[config.mk]
export PLATFORM = sky130hd
export DESIGN_NAME = clk_freq_monitor
export DESIGN_NICKNAME = d
export VERILOG_FILES = /design/src/rtl/clk_freq_monitor.sv
export SDC_FILE = /design/constraint.sdc
export NUM_CORES = 1
export LEC_CHECK = 0
export CORE_MARGIN = 8
export CORE_UTILIZATION = 50
export DETAILED_ROUTE_END_ITERATION = 12
export HOLD_SLACK_MARGIN = 0.03
export PLACE_DENSITY = 0.81
export SKIP_LAST_GASP = 1
export SYNTH_ARGS = -nofsm -noshare
export SYNTH_HDL_FRONTEND = slang
export SYNTH_SLANG_ARGS = --single-unit
[constraint.sdc]
create_clock -name clk -period 5.3 [get_ports clk]
set_input_delay 1.59 -clock clk [delete_from_list [all_inputs] [get_ports clk]]
set_output_delay 1.59 -clock clk [all_outputs]
set_load 0.01 [all_outputs]
[src/rtl/clk_freq_monitor.sv]
// rtl/clk_freq_monitor.sv - gated edge counter that qualifies a monitored clock
// Counts synchronized toggle edges per gate window and debounces the result into clock_ok.
module clk_freq_monitor #(
    parameter int GATE_CYCLES = 4096,
    parameter int EXP_COUNT   = 512,
    parameter int TOLERANCE   = 4,
    parameter int OK_WINDOWS  = 4,
    parameter int LOSS_CYCLES = 64,
    parameter int CNT_WIDTH   = 16
) (
    input  logic                 clk,
    input  logic                 reset,
    input  logic                 mon_toggle,
    output logic [CNT_WIDTH-1:0] freq_count,
    output logic                 freq_valid,
    output logic                 in_range,
    output logic                 clock_ok,
    output logic                 clock_lost,
    output logic [1:0]           state,
    output logic [7:0]           fail_count
);

    localparam int GW  = $clog2(GATE_CYCLES);
    localparam int IW  = $clog2(LOSS_CYCLES + 1);
    localparam int KW  = $clog2(OK_WINDOWS + 1);
    localparam int CW1 = CNT_WIDTH + 1;

    localparam logic [GW-1:0]        GATE_LAST = GW'(GATE_CYCLES - 1);
    localparam logic [IW-1:0]        LOSS_C    = IW'(LOSS_CYCLES);
    localparam logic [KW-1:0]        OK_C      = KW'(OK_WINDOWS);
    localparam logic [CNT_WIDTH-1:0] CNT_MAX   = '1;
    localparam logic [CW1-1:0]       EXP_C     = CW1'(EXP_COUNT);
    localparam logic [CW1-1:0]       TOL_C     = CW1'(TOLERANCE);

    typedef enum logic [1:0] {
        ST_IDLE  = 2'd0,
        ST_CHECK = 2'd1,
        ST_OK    = 2'd2,
        ST_FAIL  = 2'd3
    } state_t;

    logic                 s1_q, s2_q, s3_q;
    logic [GW-1:0]        gate_q, gate_d;
    logic [CNT_WIDTH-1:0] edge_cnt_q, edge_cnt_d;
    logic [IW-1:0]        idle_q, idle_d;
    logic [KW-1:0]        good_q, good_d;
    state_t               state_q, state_d;
    logic [7:0]           fail_count_q, fail_count_d;
    logic [CNT_WIDTH-1:0] freq_count_q, freq_count_d;
    logic                 freq_valid_q, freq_valid_d;
    logic                 in_range_q, in_range_d;
    logic                 clock_ok_q, clock_ok_d;
    logic                 clock_lost_q, clock_lost_d;

    logic                 edge_det;
    logic                 win_close;
    logic [CNT_WIDTH-1:0] edge_sum;
    logic [CW1-1:0]       count_ext;
    logic [CW1-1:0]       diff;
    logic [KW-1:0]        good_inc;
    logic [7:0]           fail_sat;

    // Datapath: window counting, result publication and loss detection
    always_comb begin
        edge_det     = s2_q ^ s3_q;
        win_close    = (gate_q == GATE_LAST);
        gate_d       = win_close ? '0 : gate_q + GW'(1);
        edge_sum     = (edge_cnt_q == CNT_MAX) ? CNT_MAX : edge_cnt_q + CNT_WIDTH'(edge_det);
        edge_cnt_d   = win_close ? '0 : edge_sum;
        count_ext    = {1'b0, edge_sum};
        diff         = (count_ext >= EXP_C) ? count_ext - EXP_C : EXP_C - count_ext;
        freq_count_d = win_close ? edge_sum : freq_count_q;
        in_range_d   = win_close ? (diff <= TOL_C) : in_range_q;
        freq_valid_d = win_close;
        if (edge_det) begin
            idle_d = '0;
        end else if (idle_q == LOSS_C) begin
            idle_d = idle_q;
        end else begin
            idle_d = idle_q + IW'(1);
        end
        clock_lost_d = (idle_d == LOSS_C);
    end

    // Loss is evaluated before window results so it wins a same-cycle tie
    always_comb begin
        state_d      = state_q;
        good_d       = good_q;
        fail_count_d = fail_count_q;
        good_inc     = good_q + KW'(1);
        fail_sat     = (fail_count_q == 8'hFF) ? fail_count_q : fail_count_q + 8'd1;
        if (clock_lost_d && state_q != ST_IDLE) begin
            if (state_q == ST_OK) begin
                fail_count_d = fail_sat;
            end
            state_d = ST_FAIL;
            good_d  = '0;
        end else if (freq_valid_q) begin
            unique case (state_q)
                ST_IDLE: begin
                    state_d = ST_CHECK;
                    good_d  = '0;
                end
                ST_CHECK: begin
                    if (in_range_q) begin
                        good_d = good_inc;
                        if (good_inc == OK_C) begin
                            state_d = ST_OK;
                        end
                    end else begin
                        state_d = ST_FAIL;
                        good_d  = '0;
                    end
                end
                ST_OK: begin
                    if (!in_range_q) begin
                        state_d      = ST_FAIL;
                        fail_count_d = fail_sat;
                    end
                end
                ST_FAIL: begin
                    if (in_range_q) begin
                        state_d = ST_CHECK;
                        good_d  = KW'(1);
                    end
                end
            endcase
        end
        clock_ok_d = (state_d == ST_OK);
    end

    always_ff @(posedge clk) begin
        if (reset) begin
            s1_q         <= 1'b0;
            s2_q         <= 1'b0;
            s3_q         <= 1'b0;
            gate_q       <= '0;
            edge_cnt_q   <= '0;
            idle_q       <= '0;
            good_q       <= '0;
            state_q      <= ST_IDLE;
            fail_count_q <= '0;
            freq_count_q <= '0;
            freq_valid_q <= 1'b0;
            in_range_q   <= 1'b0;
            clock_ok_q   <= 1'b0;
            clock_lost_q <= 1'b0;
        end else begin
            s1_q         <= mon_toggle;
            s2_q         <= s1_q;
            s3_q         <= s2_q;
            gate_q       <= gate_d;
            edge_cnt_q   <= edge_cnt_d;
            idle_q       <= idle_d;
            good_q       <= good_d;
            state_q      <= state_d;
            fail_count_q <= fail_count_d;
            freq_count_q <= freq_count_d;
            freq_valid_q <= freq_valid_d;
            in_range_q   <= in_range_d;
            clock_ok_q   <= clock_ok_d;
            clock_lost_q <= clock_lost_d;
        end
    end

    assign freq_count = freq_count_q;
    assign freq_valid = freq_valid_q;
    assign in_range   = in_range_q;
    assign clock_ok   = clock_ok_q;
    assign clock_lost = clock_lost_q;
    assign state      = state_q;
    assign fail_count = fail_count_q;

endmodule

==> run summary, run 1 <==
SETUP PATH
----------------------------------------------------------------------------------------
Cell-by-cell listing of the critical path ................................. xor2_1 > ha_1 > ha_1 > nand3_2 > nor3_1 > xnor2_1 > and2_1 > ha_1 > nand2_1 > or3_4 > o41ai_2 > a21boi_1 > a2111o_1 > o31ai_2
Data required time at the worst endpoint ..................................      5570 ps
Setup crit start kind .....................................................    flip-flop
Setup Crit Path Kind ......................................................   reg -> reg
Most frequent cell on the critical path ...................................         ha_1
Slowest CP cell ...........................................................      o41ai_2
Endpoint type of the worst setup path .....................................    flip-flop
Maximum net fanout on the critical path ...................................            9
Arrival time reported for the critical path endpoint ......................      4660 ps
Crit path largest cell delay ..............................................       420 ps

SYNTH
----------------------------------------------------------------------------------------
Gate count of the mapped netlist ..........................................          447
Synthesized net count .....................................................          461
Post-synthesis area per instance ..........................................   8.24 sq um
Cells taking the most area after synthesis ................................ dfxtp_1, nor2_1, xor2_1
Area leader, netlist ......................................................      dfxtp_1
Total number of yosys warnings ............................................            0
Share of the synthesized area in the top cell type ........................        0.386
Top cells by instance count after synthesis ............................... nor2_1, dfxtp_1, nand2_1, xor2_1, nand3_1
Number of library cell types mapped by synthesis ..........................           62
Cell area after technology mapping ........................................   3680 sq um
Predominant post-synthesis flop cell ......................................      dfxtp_1
Cell with the most instances after synthesis ..............................       nor2_1
Synthesis-stage register bit count ........................................           71
Number of flops mapped to enable cells by yosys ...........................            0
Fraction of registers with async set or reset after synthesis .............            0
Sequential element share of the synthesized area ..........................        0.386

CELLS AND AREA
----------------------------------------------------------------------------------------
Post-route design area ....................................................   4240 sq um
Count of inserted antenna diode cells .....................................            0
Fin nets ..................................................................          483
Proportion of layout cells with a drive suffix above 1 ....................       0.0717
Synthesis-to-layout area growth ...........................................        15.2%
Fraction of the core area covered by cells at the end of the flow .........        0.591

GRT
----------------------------------------------------------------------------------------
Largest net degree at the start of global routing .........................           27
Global-route track usage on met1 ..........................................        0.220
Number of antenna violations at the first check in global routing .........            0
Global-route wire length before repair ....................................      15.2 mm
GR met2 Demand/Resource ...................................................        0.305
Most used routing layer in global routing .................................         met2
Vias in the first global route ............................................        3,205
Total overflow reported by the global router ..............................            0
Met3 track demand over resource in global routing .........................       0.0484
Total routing resource utilization after global routing ...................        0.184

DRT
----------------------------------------------------------------------------------------
DRC .......................................................................            0
Wire length after detailed routing ........................................      9.10 mm
Number of vias in the routed layout .......................................        3,281
Number of search-and-repair iterations in the first detailed-routing pass .            5
Post-route ant nets .......................................................            0
Avg Vias per Cell .........................................................         5.73
Routed length per placed instance ......................................... 15.9 microns
Count of routing violations after the opening detailed-route iteration ....          231

STA
----------------------------------------------------------------------------------------
Final Critical Period .....................................................      4390 ps
Final max-slew violation count ............................................            0
Final setup fails .........................................................            0
Relative slew margins .....................................................        0.340
Count of final hold-check violations ......................................            0
Share of the cycle needed by the critical path after routing ..............        0.828
Final worst clock skew ....................................................      10.6 ps
Maximum operating frequency ...............................................      228 MHz
Unrepaired setup endpoints after global routing ...........................        false
Total Neg Setup Slack .....................................................         0 ps
Worst-Margin Slew .........................................................       991 ps

CLOCK NETWORK
----------------------------------------------------------------------------------------
Deepest level of the CTS H-tree ...........................................            3
Buffer depth of the longest clock path ....................................            2
Post-CTS setup repair buffer count ........................................            0
Number of gates resized after CTS .........................................            0
Clk Tree Root Cell ........................................................     clkbuf_8
TritonCTS buffer count ....................................................            9
TritonCTS clock tree ......................................................          yes
Total of hold buffers inserted after clock tree synthesis .................            0
Worst-skew pair later-pin latency .........................................       350 ps
CTS Sinks .................................................................           71
Clk slew on worst S/H paths ...............................................        80 ps

FLOORPLANNING
----------------------------------------------------------------------------------------
Effective utilization at floorplan ........................................        0.513
Std-Cell Core Area ........................................................   7180 sq um
Number of rows created at floorplan .......................................           31
Count of pins on the block boundary .......................................           33
Die Wd ....................................................................  102 microns
Full die area ............................................................. 10,400 sq um
Die Height ................................................................  102 microns

PLACED DESIGN
----------------------------------------------------------------------------------------
Weighted congestion at the end of routability-driven global placement .....        0.966
Area after DPL ............................................................   4040 sq um
HPWL after DPL ............................................................      6.69 mm
Buffers added on ports ....................................................           32

MIN PATH
----------------------------------------------------------------------------------------
Hold/Removal Path Class ...................................................   reg -> reg

JOB
----------------------------------------------------------------------------------------
Max-Cap Viols .............................................................            0

POWER
----------------------------------------------------------------------------------------
Maximum VDD drop ..........................................................   0.000180 V
Leakage power figure ......................................................   0.00154 uW
Pwr Density ...............................................................  244 nW/um^2

STATUS
----------------------------------------------------------------------------------------
Outcome ................................................................... complete, no violations

registers in the layout (all words and copies together), names as in the netlist, 2 cells and up:
signal and count:
gate_q 12, freq_count 16, fail_count 8, edge_cnt_q 16, idle_q 7, state 2
good_q 3
critical path, delay by kind of cell, from the launching register on:
kind | cells | cell delay [ps]
flops | 1 | 350
fa+ha+maj | 3 | 1040
simple gates | 5 | 1360
compound gates | 4 | 1110
xor+xnor | 2 | 440
final cells by class:
type,instances,area (sq um)
Fill cell,634,2940
Multi-Input combinational cell,345,2130
Sequential cell,71,1420
Timing Repair Buffer,34,335
Clock buffer,10,128
Tap cell,99,124
Clock inverter,6,70.1
Inverter,8,30.0
cell usage in the layout (no fill, tap or decap), drive strengths merged, types with 10 or more instances in the layout:
master / synthesis / final
a21oi: 17 / 17
a211oi: 11 / 11
clkbuf: 16 / 10
xnor2: 14 / 14
clkdlybuf4s50: 0 / 32
ha: 11 / 11
nor2: 94 / 94
dfxtp: 71 / 71
nor3: 10 / 10
nand4: 10 / 10
o21ai: 11 / 11
nand2: 21 / 21
and3: 13 / 13
xor2: 21 / 21
nand3: 21 / 21
power breakdown:
group	switching (uW)	internal, uW
Combinational	32.1	20.3
Clock	217	220
Sequential	5.64	539
Total	255	779
through the flow:
stage               power (uW)  instances  worst slack, ps  hold slack [ps]
floorplan                  595        447             1370              414
global placement           607        557             1270              441
detailed placement         609        557             1020              450
CTS                       1040        573              971              459
global route              1070        573              536              486
finish                    1030        573              912              460
logic make-up (layout without fill, tap and decap cells):
| family | after synthesis | in the layout | share of synthesized area |
|---|---|---|---|
| buf+inv | 31 | 58 | 0.0350 |
| compound gates | 75 | 75 | 0.146 |
| simple gates | 217 | 217 | 0.293 |
| flops | 71 | 71 | 0.386 |
| mux | 7 | 7 | 0.0197 |
| xor+xnor | 35 | 35 | 0.0833 |
| fa+ha+maj | 11 | 11 | 0.0374 |
worst paths after layout:
check / start / end / slack, ps / cells past startpoint
worst min register to register: freq_count[8]$_SDFFE_PP0P_ / freq_count[8]$_SDFFE_PP0P_ / 460 / 2
worst max-delay path: s2_q$_SDFF_PP0_ / in_range$_SDFFE_PP0P_ / 910 / 14
worst max register to register: s2_q$_SDFF_PP0_ / in_range$_SDFFE_PP0P_ / 910 / 14
worst min-delay path: freq_count[8]$_SDFFE_PP0P_ / freq_count[8]$_SDFFE_PP0P_ / 460 / 2
metal layers:
| layer | part of all wire | routed length (microns) | vias up |
|---|---|---|---|
| met5 | 0 | 0 | - |
| met4 | 0.025 | 226 | 0 |
| met3 | 0.056 | 509 | 22 |
| met2 | 0.47 | 4320 | 111 |
| met1 | 0.44 | 4050 | 1530 |
| li1 | - | - | 1618 |
(Power assumes the default switching activity.)
==> run 2, diff against run 1 <==
Clock period 5.3 ns to 4.4 ns, I/O delays scaled along.
==> run 2 against run 1 <==
Via count is 0.85% lower; cell area rose by 0.35%; sequential power grew 21%; flip-flop and latch count stayed put.
==> run summary, run 2 (synthesis results as in run 1) <==
MIN PATH
----------------------------------------------------------------------------------------
Worst min-delay path startpoint ........................................... s1_q$_SDFF_PP0_
Hold worst-path end ....................................................... s2_q$_SDFF_PP0_
Hold/Removal Path Class ...................................................   reg -> reg
Cell depth of the worst min-delay path ....................................            1   -1

DRT
----------------------------------------------------------------------------------------
Count of routing violations after the opening detailed-route iteration ....          212   -8.2%
Post-route ant nets .......................................................            0   unchanged
Number of vias in the routed layout .......................................        3,253   -0.85%
DRC .......................................................................            0   unchanged
Routed length per placed instance ......................................... 15.3 microns   -3.8%
Number of search-and-repair iterations in the first detailed-routing pass .            7   +2
Avg Vias per Cell .........................................................         5.67   -1.0%
Wire length after detailed routing ........................................      8.77 mm   -3.7%

CELLS AND AREA
----------------------------------------------------------------------------------------
Post-route design area ....................................................   4260 sq um   +0.35%
Area taken by multi-input logic gates .....................................   2160 sq um   +1.2%
Leading cell type in the layout, fill and taps excluded ...................       nor2_1
Area taken by flip-flops and latches ......................................   1420 sq um   unchanged
Fraction of the core area covered by cells at the end of the flow .........        0.593   +0.00209
Fin nets ..................................................................          484   +0.21%
Commonest cells after routing, fill and taps aside ........................ nor2_1, dfxtp_1, clkdlybuf4s50_1
Final instance count without filler cells .................................          574   +0.17%
Number of inserted filler cells in the final layout .......................          650   +2.5%
Synthesis-to-layout area growth ...........................................        15.6%
Count of inserted antenna diode cells .....................................            0   unchanged
Proportion of layout cells with a drive suffix above 1 ....................       0.0905   +0.0188

STA
----------------------------------------------------------------------------------------
Count of final hold-check violations ......................................            0   unchanged
Share of the cycle needed by the critical path after routing ..............        0.939   +0.111
Final Critical Period .....................................................      4130 ps   -256 ps
Relative slew margins .....................................................        0.498   +0.159
Total Neg Setup Slack .....................................................         0 ps   unchanged
Final worst clock skew ....................................................      10.2 ps   -0.378 ps
Setup ws final ............................................................       267 ps   -644 ps
Worst-Margin Slew .........................................................       752 ps   -238 ps
Maximum operating frequency ...............................................      242 MHz   +6.2%
Final setup fails .........................................................            0   unchanged
Final max-slew violation count ............................................            0   unchanged

GRT
----------------------------------------------------------------------------------------
Largest net degree at the start of global routing .........................           40   +48%
Total overflow reported by the global router ..............................            0   unchanged
Vias in the first global route ............................................        3,113   -2.9%
Global-route wire length before repair ....................................      14.6 mm   -4.0%
Number of antenna violations at the first check in global routing .........            0   unchanged
Total routing resource utilization after global routing ...................        0.175   -0.00908

CLOCK NETWORK
----------------------------------------------------------------------------------------
TritonCTS buffer count ....................................................            9   unchanged
Clk slew on worst S/H paths ...............................................        80 ps   about the same
Clk Tree Root Cell ........................................................     clkbuf_8
Number of gates resized after CTS .........................................            0   unchanged
Deepest level of the CTS H-tree ...........................................            3   unchanged
CTS Sinks .................................................................           71   unchanged
TritonCTS clock tree ......................................................          yes
Total of hold buffers inserted after clock tree synthesis .................            0   unchanged
Post-CTS setup repair buffer count ........................................            0   unchanged
Buffer depth of the longest clock path ....................................            2   unchanged
Worst-skew pair later-pin latency .........................................       340 ps   about the same

PLACED DESIGN
----------------------------------------------------------------------------------------
Area after DPL ............................................................   4050 sq um   +0.19%
Post-place setup slack ....................................................       217 ps   -802 ps
HPWL after DPL ............................................................      6.35 mm   -5.1%
Placed Cells incl. Taps ...................................................          558   +0.18%
Weighted congestion at the end of routability-driven global placement .....        0.999   +3.4%
Buffers added on ports ....................................................           32   unchanged

SETUP PATH
----------------------------------------------------------------------------------------
Path depth of the worst reg2reg path ......................................           12   -2
Register-to-register setup slack ..........................................       270 ps   -640 ps
Setup Crit Path Kind ......................................................   reg -> reg
Endpoint type of the worst setup path .....................................    flip-flop
Reg2Reg Capture Point ..................................................... in_range$_SDFFE_PP0P_
Maximum net fanout on the critical path ...................................            9   unchanged
Arrival time reported for the critical path endpoint ......................      4400 ps   -260 ps
Data required time at the worst endpoint ..................................      4670 ps   -900 ps
Origin of the critical flop-to-flop path .................................. s2_q$_SDFF_PP0_
Setup crit start kind .....................................................    flip-flop

STATUS
----------------------------------------------------------------------------------------
Outcome ................................................................... complete, no violations

FLOORPLANNING
----------------------------------------------------------------------------------------
Number of rows created at floorplan .......................................           31   unchanged
Die Wd ....................................................................  102 microns   unchanged
Die Height ................................................................  102 microns   unchanged
Count of pins on the block boundary .......................................           33   unchanged
Effective utilization at floorplan ........................................        0.513   unchanged
Full die area ............................................................. 10,400 sq um   unchanged
Std-Cell Core Area ........................................................   7180 sq um   unchanged

POWER
----------------------------------------------------------------------------------------
Pwr Density ...............................................................  282 nW/um^2   +16%
Leakage power figure ......................................................   0.00154 uW   +0.12%
Maximum VDD drop ..........................................................   0.000186 V   +3.1%

JOB
----------------------------------------------------------------------------------------
Max-Cap Viols .............................................................            0   unchanged

[run 2: changes by cell type in the layout (fill, tap and decap cells not counted), sizes merged]
cell      delta
bufinv       -1
buf          +1
clkinv       +1
inv          +1
clkinvlp     -1
[run 2: metrics by stage]
step	hold slack (ps)	power [uW]
after floorplan	414	717
after global placement	425	730
after detailed placement	440	731
after CTS	458	1210
after global routing	468	1250
final	456	1200
[run 2: layer usage]
metal,routed length (microns),GRT usage
met1,3990,0.220
met2,4090,0.285
met3,467,0.0272
met4,221,0.0880
met5,0,0
[run 2: power by group]
part	total [uW]	switching, uW	leakage [uW]	internal [uW]
Combinational	62.0	36.7	0.000878	25.3
Clock	481	259	0.0000891	222
Sequential	656	6.75	0.000573	649
[run 2: worst max-delay path, stage by stage (launching register included)]
cell,delay [ps]
dfxtp_1,360
xor2_1,250
ha_2,320
ha_2,310
nand3_2,220
nor4_1,430
mux2i_2,450
o21ai_2,150
or3_4,450
o41ai_2,400
a21boi_1,130
a2111o_1,430
o31ai_2,170
[run 2: area by class of cell]
type / count / share of cell area
Multi-Input combinational cell: 345 / 0.507
Sequential cell: 71 / 0.334
Timing Repair Buffer: 35 / 0.0806
Clock inverter: 6 / 0.0100
Tap cell: 99 / 0.0291
Inverter: 8 / 0.00706
Clock buffer: 10 / 0.0323
[run 2: worst max path at each step]
stage,start,to,slack [ps],cells after the start
6_report,s2_q$_SDFF_PP0_,in_range$_SDFFE_PP0P_,270,12
5_1_grt,s2_q$_SDFF_PP0_,in_range$_SDFFE_PP0P_,-20,14
4_1_cts,s2_q$_SDFF_PP0_,in_range$_SDFFE_PP0P_,110,14
3_5_place_dp,s2_q$_SDFF_PP0_,in_range$_SDFFE_PP0P_,220,14
3_3_place_gp,s2_q$_SDFF_PP0_,in_range$_SDFFE_PP0P_,400,14
2_1_floorplan,s2_q$_SDFF_PP0_,in_range$_SDFFE_PP0P_,470,16
